## src/rtl/downcnt_monitor.sv

```systemverilog
// downcnt_monitor: watches a 4-bit upstream down counter and checks that it
// decrements by one (mod 16) on every qualified sample. After LOCK_CNT
// consecutive valid decrements the monitor locks. While locked it pulses on
// terminal count (0) and on wrap (0 -> F). A mismatch while locked latches a
// sticky error and counts errors, saturating at 8'hFF.
// Optional feature: define DOWNCNT_WRAP_COUNT_EN to add the wrap_count port,
// a modulo-256 count of wrap pulses.
// The reset is synchronous and active-low.
module downcnt_monitor #(
  parameter int unsigned LOCK_CNT = 3
) (
  input  logic       clk,
  input  logic       reset,
  input  logic       sample_en,
  input  logic [3:0] count_in,
  input  logic       clear,
  output logic       locked,
  output logic       tc_pulse,
  output logic       wrap_pulse,
  output logic       seq_err,
  output logic [7:0] err_count
`ifdef DOWNCNT_WRAP_COUNT_EN
  ,
  output logic [7:0] wrap_count
`endif
);

  typedef enum logic [1:0] {
    ST_IDLE,
    ST_ACQ,
    ST_LOCKED,
    ST_ERROR
  } state_e;

  localparam logic [3:0] LOCK_TGT = 4'(LOCK_CNT);

  state_e     state_q, state_d;
  logic [3:0] prev_q, prev_d;
  logic [3:0] match_q, match_d;
  logic       locked_q, locked_d;
  logic       tc_q, tc_d;
  logic       wrap_q, wrap_d;
  logic       seq_err_q, seq_err_d;
  logic [7:0] err_cnt_q, err_cnt_d;
`ifdef DOWNCNT_WRAP_COUNT_EN
  logic [7:0] wrap_cnt_q, wrap_cnt_d;
`endif

  logic       is_dec;
  logic [7:0] err_inc;

  // A valid decrement is prev - 1 modulo 16; the 4-bit subtraction wraps 0 to F.
  assign is_dec  = (count_in == (prev_q - 4'd1));
  assign err_inc = (err_cnt_q == 8'hFF) ? err_cnt_q : (err_cnt_q + 8'd1);

  // State register: every flop, with synchronous active-low reset.
  always_ff @(posedge clk) begin
    // NOTE: non-blocking assignments here so all flops update together from
    // the values computed in the combinational process.
    if (!reset) begin
      state_q    <= ST_IDLE;
      prev_q     <= 4'hF;
      match_q    <= 4'd0;
      locked_q   <= 1'b0;
      tc_q       <= 1'b0;
      wrap_q     <= 1'b0;
      seq_err_q  <= 1'b0;
      err_cnt_q  <= 8'h00;
`ifdef DOWNCNT_WRAP_COUNT_EN
      wrap_cnt_q <= 8'h00;
`endif
    end else begin
      state_q    <= state_d;
      prev_q     <= prev_d;
      match_q    <= match_d;
      locked_q   <= locked_d;
      tc_q       <= tc_d;
      wrap_q     <= wrap_d;
      seq_err_q  <= seq_err_d;
      err_cnt_q  <= err_cnt_d;
`ifdef DOWNCNT_WRAP_COUNT_EN
      wrap_cnt_q <= wrap_cnt_d;
`endif
    end
  end

  // Next-state logic: clear beats sample_en; idle cycles hold state and drop pulses.
  always_comb begin
    // NOTE: every signal gets a default first so no path leaves it unassigned,
    // which would otherwise infer a latch.
    state_d    = state_q;
    prev_d     = prev_q;
    match_d    = match_q;
    tc_d       = 1'b0;
    wrap_d     = 1'b0;
    seq_err_d  = seq_err_q;
    err_cnt_d  = err_cnt_q;
`ifdef DOWNCNT_WRAP_COUNT_EN
    wrap_cnt_d = wrap_cnt_q;
`endif

    if (clear) begin
      // The sample is dropped; prev keeps its last captured value.
      state_d    = ST_IDLE;
      match_d    = 4'd0;
      seq_err_d  = 1'b0;
      err_cnt_d  = 8'h00;
`ifdef DOWNCNT_WRAP_COUNT_EN
      wrap_cnt_d = 8'h00;
`endif
    end else if (sample_en) begin
      prev_d = count_in;
      unique case (state_q)
        ST_IDLE: begin
          match_d = 4'd0;
          state_d = ST_ACQ;
        end
        ST_ACQ: begin
          if (is_dec) begin
            match_d = match_q + 4'd1;
            if ((match_q + 4'd1) == LOCK_TGT) state_d = ST_LOCKED;
          end else begin
            match_d = 4'd0;
          end
        end
        ST_LOCKED: begin
          if (is_dec) begin
            tc_d   = (count_in == 4'h0);
            // A valid decrement out of 0 is exactly the 0 -> F wrap.
            wrap_d = (prev_q == 4'h0);
`ifdef DOWNCNT_WRAP_COUNT_EN
            if (prev_q == 4'h0) wrap_cnt_d = wrap_cnt_q + 8'd1;
`endif
          end else begin
            state_d   = ST_ERROR;
            seq_err_d = 1'b1;
            err_cnt_d = err_inc;
          end
        end
        ST_ERROR: begin
          if (!is_dec) err_cnt_d = err_inc;
        end
        default: state_d = ST_IDLE;
      endcase
    end

    locked_d = (state_d == ST_LOCKED);
  end

  // Output logic: every output comes straight from a flop.
  always_comb begin
    locked     = locked_q;
    tc_pulse   = tc_q;
    wrap_pulse = wrap_q;
    seq_err    = seq_err_q;
    err_count  = err_cnt_q;
`ifdef DOWNCNT_WRAP_COUNT_EN
    wrap_count = wrap_cnt_q;
`endif
  end

endmodule
```

## config.mk

```make
export PLATFORM = sky130hd
export DESIGN_NAME = downcnt_monitor
export DESIGN_NICKNAME = d
export VERILOG_FILES = /design/src/rtl/downcnt_monitor.sv
export SDC_FILE = /design/constraint.sdc
export NUM_CORES = 1
export LEC_CHECK = 0
export CAP_MARGIN = 20
export CELL_PAD_IN_SITES_DETAIL_PLACEMENT = 0
export CELL_PAD_IN_SITES_GLOBAL_PLACEMENT = 1
export CORE_UTILIZATION = 37
export CTS_CLUSTER_SIZE = 28
export DETAILED_ROUTE_END_ITERATION = 12
export PLACE_DENSITY_LB_ADDON = 0.08
export SYNTH_ARGS = -nofsm -noshare
export SYNTH_HDL_FRONTEND = slang
export SYNTH_SLANG_ARGS = --single-unit
```

## constraint.sdc

```tcl
create_clock -name clk -period 2 [get_ports clk]
set_input_delay 0.3 -clock clk [delete_from_list [all_inputs] [get_ports clk]]
set_output_delay 0.3 -clock clk [all_outputs]
set_load 0.05 [all_outputs]
```

==> impl_metrics.tcl <==
set metrics [dict create \
    outcome "finished, final reports clean" \
    synth_xor_xnor_area_share_pct 6.90 \
    relSlewSlack_pct 65.4 \
    leakagePower_nw 0.532 \
    place_inst 185 \
    io_buffers 19 \
    drv_cap 0 \
    rrSetupSlack_ns 0.16 \
    multi_input_area_um2 627 \
    cp_max_fo 7 \
    start_util_pct 39.1 \
    path_buf_inv 1 \
    async_reset_ff_share_pct 0 \
    h-tree-depth 1 \
    cts_buffers 3 \
    drt_iter0_drc 32 \
    first_pass_iters 4 \
    finalHoldViolCount 0 \
    p_per_area_nw_per_um2 547 \
    startpoint_type "flip-flop" \
    ys_warn_count 0 \
    rsz0062_at_grt "no" \
    holdCritPathClass "flip-flop to flip-flop" \
    regArea_um2 442 \
    clock_sinks 22 \
    vias 1006 \
    worstHoldPathCells 1 \
    coreArea_um2 2780 \
    diodes 0 \
    setup_violations 0 \
    worstPathCellList "clkdlybuf4s50_1" \
    total_power_mw 0.789 \
    cts_tree "built" \
    cp_top_family "buffers and inverters" \
    rows 19 \
    synthDistinctLibCells 35 \
    fill_cells 293 \
    max_freq_mhz 531 \
    grt.total_usage_pct 16.9 \
    seq_area_frac_synth_pct 40.5 \
    antenna_found_initial 0 \
    wirelength_um 2430 \
    critPathSlowestCell "clkdlybuf4s50_1" \
    die_w_um 56.2 \
    tightest_slew_ns 0.517 \
    die_h_um 56.2 \
    max_stage_delay_ns 0.83 \
    syn_area_um2 1090 \
    clock_path_buffers 2 \
    post-cts-setup-buffer-count 0 \
    reg2regPathDepth 6 \
    grt_pass1_wl_um 4180 \
    cp_num_cells 1 \
    ios 20 \
    first_global_vias 958 \
    syn_nets 139 \
    netlist_top_cells_area "dfxtp_1 41%, nand2_1 4.8%, ha_1 4.6%" \
    nets 171 \
    min_period_ns 1.88 \
    insertion_delay_ns 0.31 \
    final_layout_size_suffix_gt1_share_pct 14.6 \
    crit_type "flip-flop to primary output" \
    final_util_pct 51.9 \
    synthAdderAreaFrac_pct 4.60 \
    synth_top_family_by_area "simple AND/OR/NAND/NOR gates" \
    antenna_left 0 \
    synth_common_cells "22 x dfxtp_1, 14 x nand2_1, 9 x a21oi_1, 9 x nand3_1" \
    synth_top_area_cell "dfxtp_1" \
    via_per_inst 5.32 \
    critPathCaptureType "primary output" \
    vdd_drop_max_uv 393 \
    synth-edff-count 0 \
    synth_area_per_cell_um2 8.56 \
    drc 0 \
    gp_congestion 0.772 \
    required_ns 1.70 \
    maxSlewViolCount 0 \
    syn_to_final_growth_pct 32.7 \
    synthSimpleGateAreaFrac_pct 27.6 \
    final_cells 189 \
    yosysMostFrequentCell "dfxtp_1" \
    grt_max_degree 13 \
    fin_skew_ns 0.00170 \
    ys_seq_elements 22 \
    root_buffer "clkbuf_4" \
    dieArea_um2 3160 \
    grt-ovfl-total 0 \
    cp.arrival_ns 1.58 \
    clkSlewWorstSetupHoldPaths_ns 0.12 \
    synth_compound_area_share_pct 15.1 \
    finalCritPeriodShare_pct 94.1 \
    wl_per_cell_um 12.8 \
    ys.flop_type "dfxtp_1" \
    synth.area.mux_share_pct 1.84 \
    synthCells 127 \
    synth_top_area_share_pct 40.5 \
    place_hpwl_um 1860 \
]
[through the flow]
stage          cell area, µm²  setup slack (ns)  TNS [ns]  hold WS [ns]
6_report                 1440             0.118         0         0.489
5_1_grt                  1440           0.00899         0         0.520
4_1_cts                  1420            0.0484         0         0.486
3_5_place_dp             1390           -0.0621    -0.232         0.468
3_3_place_gp             1390           -0.0626    -0.172         0.462
2_1_floorplan            1090            0.0870         0         0.362
[worst paths after layout]
| kind | start | end |
|---|---|---|
| setup / recovery | err_count[2] | err_count[2] |
| setup reg to reg | err_count[0] | err_count[7] |
| hold reg to reg | prev_q[3] | wrap_pulse |
| hold / removal | prev_q[3] | wrap_pulse |
[what timing repair did]
| action | in CTS | in global routing |
|---|---|---|
| setup endpoints to repair | 0 | 6 |
| hold buffers | 0 | 0 |
| gates resized for setup | 0 | 4 |
[layout make-up]
type | count | area share (%)
sequential | 22 | 30.6
timing repair buffer | 31 | 19.4
multi-input combinational | 96 | 43.5
tap | 31 | 2.69
inverter | 5 | 1.30
clock buffer | 4 | 2.52
[cell families (layout without fill, tap and decap cells)]
group | Yosys count | in the layout
AOI/OAI and AO/OA | 27 | 27
buffers and inverters | 9 | 40
muxes | 2 | 2
adders and majority gates | 4 | 4
xor gates and xnor gates | 7 | 7
DFF | 22 | 22
and+or+nand+nor | 56 | 56
[registers in the layout, summed over array words and instances, names as in the netlist]
signal and flops:
err_count 8, tc_pulse 1, locked 1, prev_q 4, state_q 2, match_q 4
wrap_pulse 1, seq_err 1
[placed cells by master (no fill, tap or decap), types with 4 or more instances in the layout]
| master | count |
|---|---|
| o21ai_0 | 6 |
| a21oi_1 | 9 |
| clkdlybuf4s50_1 | 19 |
| nor2b_1 | 4 |
| dfxtp_1 | 21 |
| ha_1 | 4 |
| o211ai_1 | 4 |
| inv_1 | 5 |
| or3_1 | 4 |
| buf_4 | 12 |
| nand3_1 | 9 |
| nor2_1 | 6 |
| nand2_1 | 14 |
[report_power, final]
part / total, mW / internal [mW] / switching [mW] / leakage, nW
registers: 0.450 / 0.444 / 0.00598 / 0.178
logic: 0.0895 / 0.0473 / 0.0422 / 0.333
clock network: 0.249 / 0.111 / 0.138 / 0.0210
[per-layer routing]
layer  wire length, µm  up-vias  GRT usage [%]
met5                 0        -              0
met2              1160        5           27.4
li1                  -      515              -
met4                18        0           6.27
met1              1220      484           22.0
met3                33        2           3.49
(Power assumes the default switching activity.)
==> edit 1: new RTL, same settings <==
Register the output `tc_pulse`; this adds one clock of latency there. The other outputs are not delayed to match.
--- a/src/rtl/downcnt_monitor.sv
+++ b/src/rtl/downcnt_monitor.sv
@@ -34,4 +34,6 @@
 
   localparam logic [3:0] LOCK_TGT = 4'(LOCK_CNT);
+
+  logic tc_pulse_d;
 
   state_e     state_q, state_d;
@@ -151,5 +153,5 @@
   always_comb begin
     locked     = locked_q;
-    tc_pulse   = tc_q;
+    tc_pulse_d = tc_q;
     wrap_pulse = wrap_q;
     seq_err    = seq_err_q;
@@ -160,3 +162,7 @@
   end
 
+  always_ff @(posedge clk) begin
+    tc_pulse <= tc_pulse_d;
+  end
+
 endmodule
Check against the original RTL: not equivalent (Yosys sat finds a counterexample within 10 cycles, from zero or initial values and one cycle with reset low).
==> edit 1 against the original RTL <==
- setup slack worse by 34 ps
- sequential cell count is 1 higher
- count of clock-buffer cells in the layout is 1 lower
- combinational power is 5.5% lower
- total power is 0.77% lower
- final cell count is 0.53% higher
- cell area is 0.26% lower
- global-route usage is 0.44 points lower
- fmax is 1.8% lower
- area after synthesis is 1.8% higher
- core utilization is 0.57 points lower
- routed wire length is 4.4% higher
- critical endpoint unchanged
==> edit 1: results (changes against the original RTL) <==
| Metric | Value |
|---|---|
| WHS Endpoint | tc_pulse (was wrap_pulse) |
| Sequential fraction of the synthesis area | 41.6% (was 40.5%) |
| Min Hold Slack | 350 ps (was 489 ps) |
| Outcome | completed (unchanged) |
| Initial antenna violation count | 0 (unchanged) |
| CP max stage cell | clkdlybuf4s50_1 (unchanged) |
| Routed vias | 1029 (was 1006) |
| Starting DRT DRC Count | 22 (was 32) |
| M1 wire length | 1.20 mm (was 1.22 mm) |
| Post-CTS Setup Inserts | 0 (unchanged) |
| Post-detail-place hpwl | 1.94 mm (was 1.86 mm) |
| Clock Skew | 11.3 ps (was 1.70 ps) |
| Met3 routed WL | 94 um (was 33 um) |
| Peak VDD IR | 0.000329 V (was 0.000393 V) |
| Vias in the first global route | 957 (was 958) |
| Met2 WL post-DR | 1.22 mm (was 1.16 mm) |
| Top sig layer | met4 (unchanged) |
| Routed length per instance | 13.3 um (was 12.8 um) |
| Tot GR Track Use | 16.4% (was 16.9%) |
| Routability congestion estimate | 0.757 (was 0.772) |
| CTS resizes | 0 (unchanged) |
| Arrival @ worst endpoint | 1620 ps (was 1580 ps) |
| Worst-margin pin slew | 511 ps (was 517 ps) |
| H-tree Lvls | 1 (unchanged) |
| RR Endpoint | state_q[0] (was err_count[7]) |
| Final nets | 172 (was 171) |
| Top cells by count, synth | 23 x dfxtp_1, 14 x nand2_1, 9 x a21oi_1, 9 x nand3_1 (was 22 x dfxtp_1, 14 x nand2_1, 9 x a21oi_1, 9 x nand3_1) |
| Ant. Diodes | 0 (unchanged) |
| Post-synth net total | 140 (was 139) |
| Static Leak | 0.000531 uW (was 0.000532 uW) |
| Layout cells sized above 1 | 12.6% (was 14.6%) |
| Placed cell areas | 1410 um^2 (was 1390 um^2) |
| WHS Path Cells | 0 (was 1) |
| Reg clk slew, reported paths | 140 ps (was 120 ps) |
| FF-to-FF setup slack | 130 ps (was 160 ps) |
| Hold path startpoint | tc_pulse_d (was prev_q[3]) |
| Top cells by area, synth | dfxtp_1 42%, nand2_1 4.7%, ha_1 4.5%, a21oi_1 4.1%, nand3_1 4.1% (was dfxtp_1 41%, nand2_1 4.8%, ha_1 4.6%, a21oi_1 4.1%, nand3_1 4.1%) |
| Worst r2r src | prev_q[0] (was err_count[0]) |
| First-pass GRT wire length | 4.11 mm (was 4.18 mm) |
| Pin count of the biggest net entering global routing | 15 (was 13) |
| R2R depth | 7 (was 6) |
[edit 1: kinds of logic (layout without fill, tap and decap cells)]
group	Yosys count	after routing	share of synthesized area, %
xor gates and xnor gates	7	7	6.78
muxes	2	2	1.81
AOI/OAI and AO/OA	27	27	14.8
and+or+nand+nor	56	56	27.1
DFF	23	23	41.6
adders and majority gates	4	4	4.52
buffers and inverters	9	40	3.39
[edit 1: report_power, final]
group / internal [uW] / leakage (uW) / switching [uW] / total, uW
registers: 464 / 0.000186 / 6.06 / 470
logic: 44.4 / 0.000331 / 40.2 / 84.6
clock network: 76.3 / 0.0000139 / 151 / 228
[edit 1: through the flow]
step | setup slack [ps] | cells
after floorplan | 87.0 | 128
after global placement | -51.2 | 186
after detailed placement | -100 | 186
after CTS | 76.1 | 190
after global routing | 16.6 | 190
final | 83.8 | 190
[edit 1: worst max-delay path by stage]
stage	startpoint	end	slack (ps)	cells after the start
3_3_place_gp	count_in[3]	err_count[7]	-50	6
2_1_floorplan	err_count[0]	err_count[7]	90	6
3_5_place_dp	count_in[3]	err_count[7]	-100	6
6_report	err_count[2]	err_count[2]	80	1
5_1_grt	err_count[0]	err_count[7]	20	6
4_1_cts	prev_q[0]	state_q[0]	80	7
[edit 1: layout make-up]
cell class	instances	area, um^2
clock inverters	1	7.51
clock buffers	3	22.5
multi-input cells	96	609
flip-flops and latches	23	462
inverters	5	18.8
well taps	31	38.8
repair buffers	31	280
fillers	274	1370
[edit 1: metal layers]
metal	vias to the layer above	track usage, %
met5	-	0
met4	0	6.79
met3	2	2.76
met2	17	28.1
met1	488	20.3
li1	522	-
==> edit 2: new RTL, same settings <==
Made on the original files. The option `DOWNCNT_WRAP_COUNT_EN` is turned on by a define.
--- a/src/rtl/downcnt_monitor.sv
+++ b/src/rtl/downcnt_monitor.sv
@@ -7,4 +7,6 @@
 // a modulo-256 count of wrap pulses.
 // The reset is synchronous and active-low.
+`define DOWNCNT_WRAP_COUNT_EN
+
 module downcnt_monitor #(
   parameter int unsigned LOCK_CNT = 3
Check against the original RTL (old outputs only; new: wrap_count): equivalent (equiv_simple and equiv_induct, registers matched by name and starting in step).
==> edit 2 against the original RTL <==
- total power up 50%
- cell area is 46% higher
- register-to-register slack got worse by 80 ps
- fmax fell by 3.3%
- routed wire length increased by 40%
- clock power rose by 83%
- sequential power is 35% higher
- clock skew up 4.8 ps
- sequential cell count is 8 higher
- setup slack got worse by 64 ps
- area after synthesis is 34% higher
- largest cell class unchanged
==> edit 2: results (changes against the original RTL) <==
| Metric | Value |
|---|---|
| Layout cells sized above 1 | 25.3% (was 14.6%) |
| Post-synth net total | 181 (was 139) |
| Worst r2r src | prev_q[0] (was err_count[0]) |
| CP Class | in2reg (was reg2out) |
| Root Buffer | clkbuf_8 (was clkbuf_4) |
| Port bufs | 27 (was 19) |
| Worst Setup SP | count_in[3] (was err_count[2]) |
| Met2 usage | 31.1% (was 27.4%) |
| Sequential fraction of the synthesis area | 41.3% (was 40.5%) |
| WHS Path Cells | 2 (was 1) |
| RR Endpoint | wrap_count[6] (was err_count[7]) |
| Reg clk slew, reported paths | 60 ps (was 120 ps) |
| H-tree Lvls | 2 (was 1) |
| Power in the clock group | 455 uW (was 249 uW) |
| Vias in the first global route | 1352 (was 958) |
| Routability congestion estimate | 0.766 (was 0.772) |
| Hold path startpoint | seq_err (was prev_q[3]) |
| Peak VDD IR | 0.000360 V (was 0.000393 V) |
| Final nets | 234 (was 171) |
| Clock Skew | 6.51 ps (was 1.70 ps) |
| R2R depth | 7 (was 6) |
| FF-to-FF setup slack | 80 ps (was 160 ps) |
| Outcome | completed (unchanged) |
| Top cells by count, synth | 30 x dfxtp_1, 18 x nand2_1, 16 x a21oi_1 (was 22 x dfxtp_1, 14 x nand2_1, 9 x a21oi_1, 9 x nand3_1) |
| Pin count of the biggest net entering global routing | 24 (was 13) |
| Worst-margin pin slew | 494 ps (was 517 ps) |
## edit 2: cell count changes in the layout (fill, tap and decap cells not counted), moves of 4 or more
cell             change
buf_4               +10
clkdlybuf4s50_1      +8
dfxtp_1              +5
a21oi_2              +4
clkbuf_8             +4
nand2_1              +4
o31ai_1              +4
or4_4                +4
## edit 2: critical path: cells and delay by family
family | cells | cell delay [ps]
buf+inv | 1 | 450
simple gates | 2 | 870
compound gates | 1 | 140
xor+xnor | 2 | 390
## edit 2: layout make-up
type / instances / area, um^2
multi-input cells: 125 / 875
flip-flops and latches: 30 / 606
repair buffers: 52 / 463
well taps: 48 / 60.1
clock inverters: 2 / 10.0
inverters: 7 / 26.3
fillers: 346 / 1610
clock buffers: 5 / 68.8
## edit 2: metrics by stage
step                      instances  total power (uW)  setup WS, ps  area, um^2  setup TNS [ps]
after floorplan                 168               669          2.21        1460               0
after global placement          259               722          -200        1920            -947
after detailed placement        259               724          -280        1920           -1580
after CTS                       267              1190          14.9        2010               0
after global routing            269              1250         -6.42        2110           -6.42
final                           269              1180          53.6        2110               0
## edit 2: metal layers
layer | part of all wire [%] | routed length (um)
met5 | 0 | 0
met4 | 0.41 | 14
met3 | 4.6 | 156
met2 | 49 | 1670
met1 | 46 | 1550
## edit 2: timing repair
action / CTS / global route
endpoints found under the setup margin: 4 / 17
cloned: 0 / 1
gates resized for setup: 0 / 24
pin swaps: 5 / 8
setup buffers: 1 / 1
hold buffers: 0 / 0
## edit 2: logic make-up after synthesis
logic type               count (synthesis)  share of synthesized area [%]
adder cells (fa/ha/maj)                  5                           4.31
multiplexers                             3                           2.07
buffers and inverters                   13                           4.22
flip-flops                              30                           41.3
XOR/XNOR                                10                           6.98
AND/OR/NAND/NOR                         69                           25.3
AO/OA/AOI/OAI                           38                           15.8
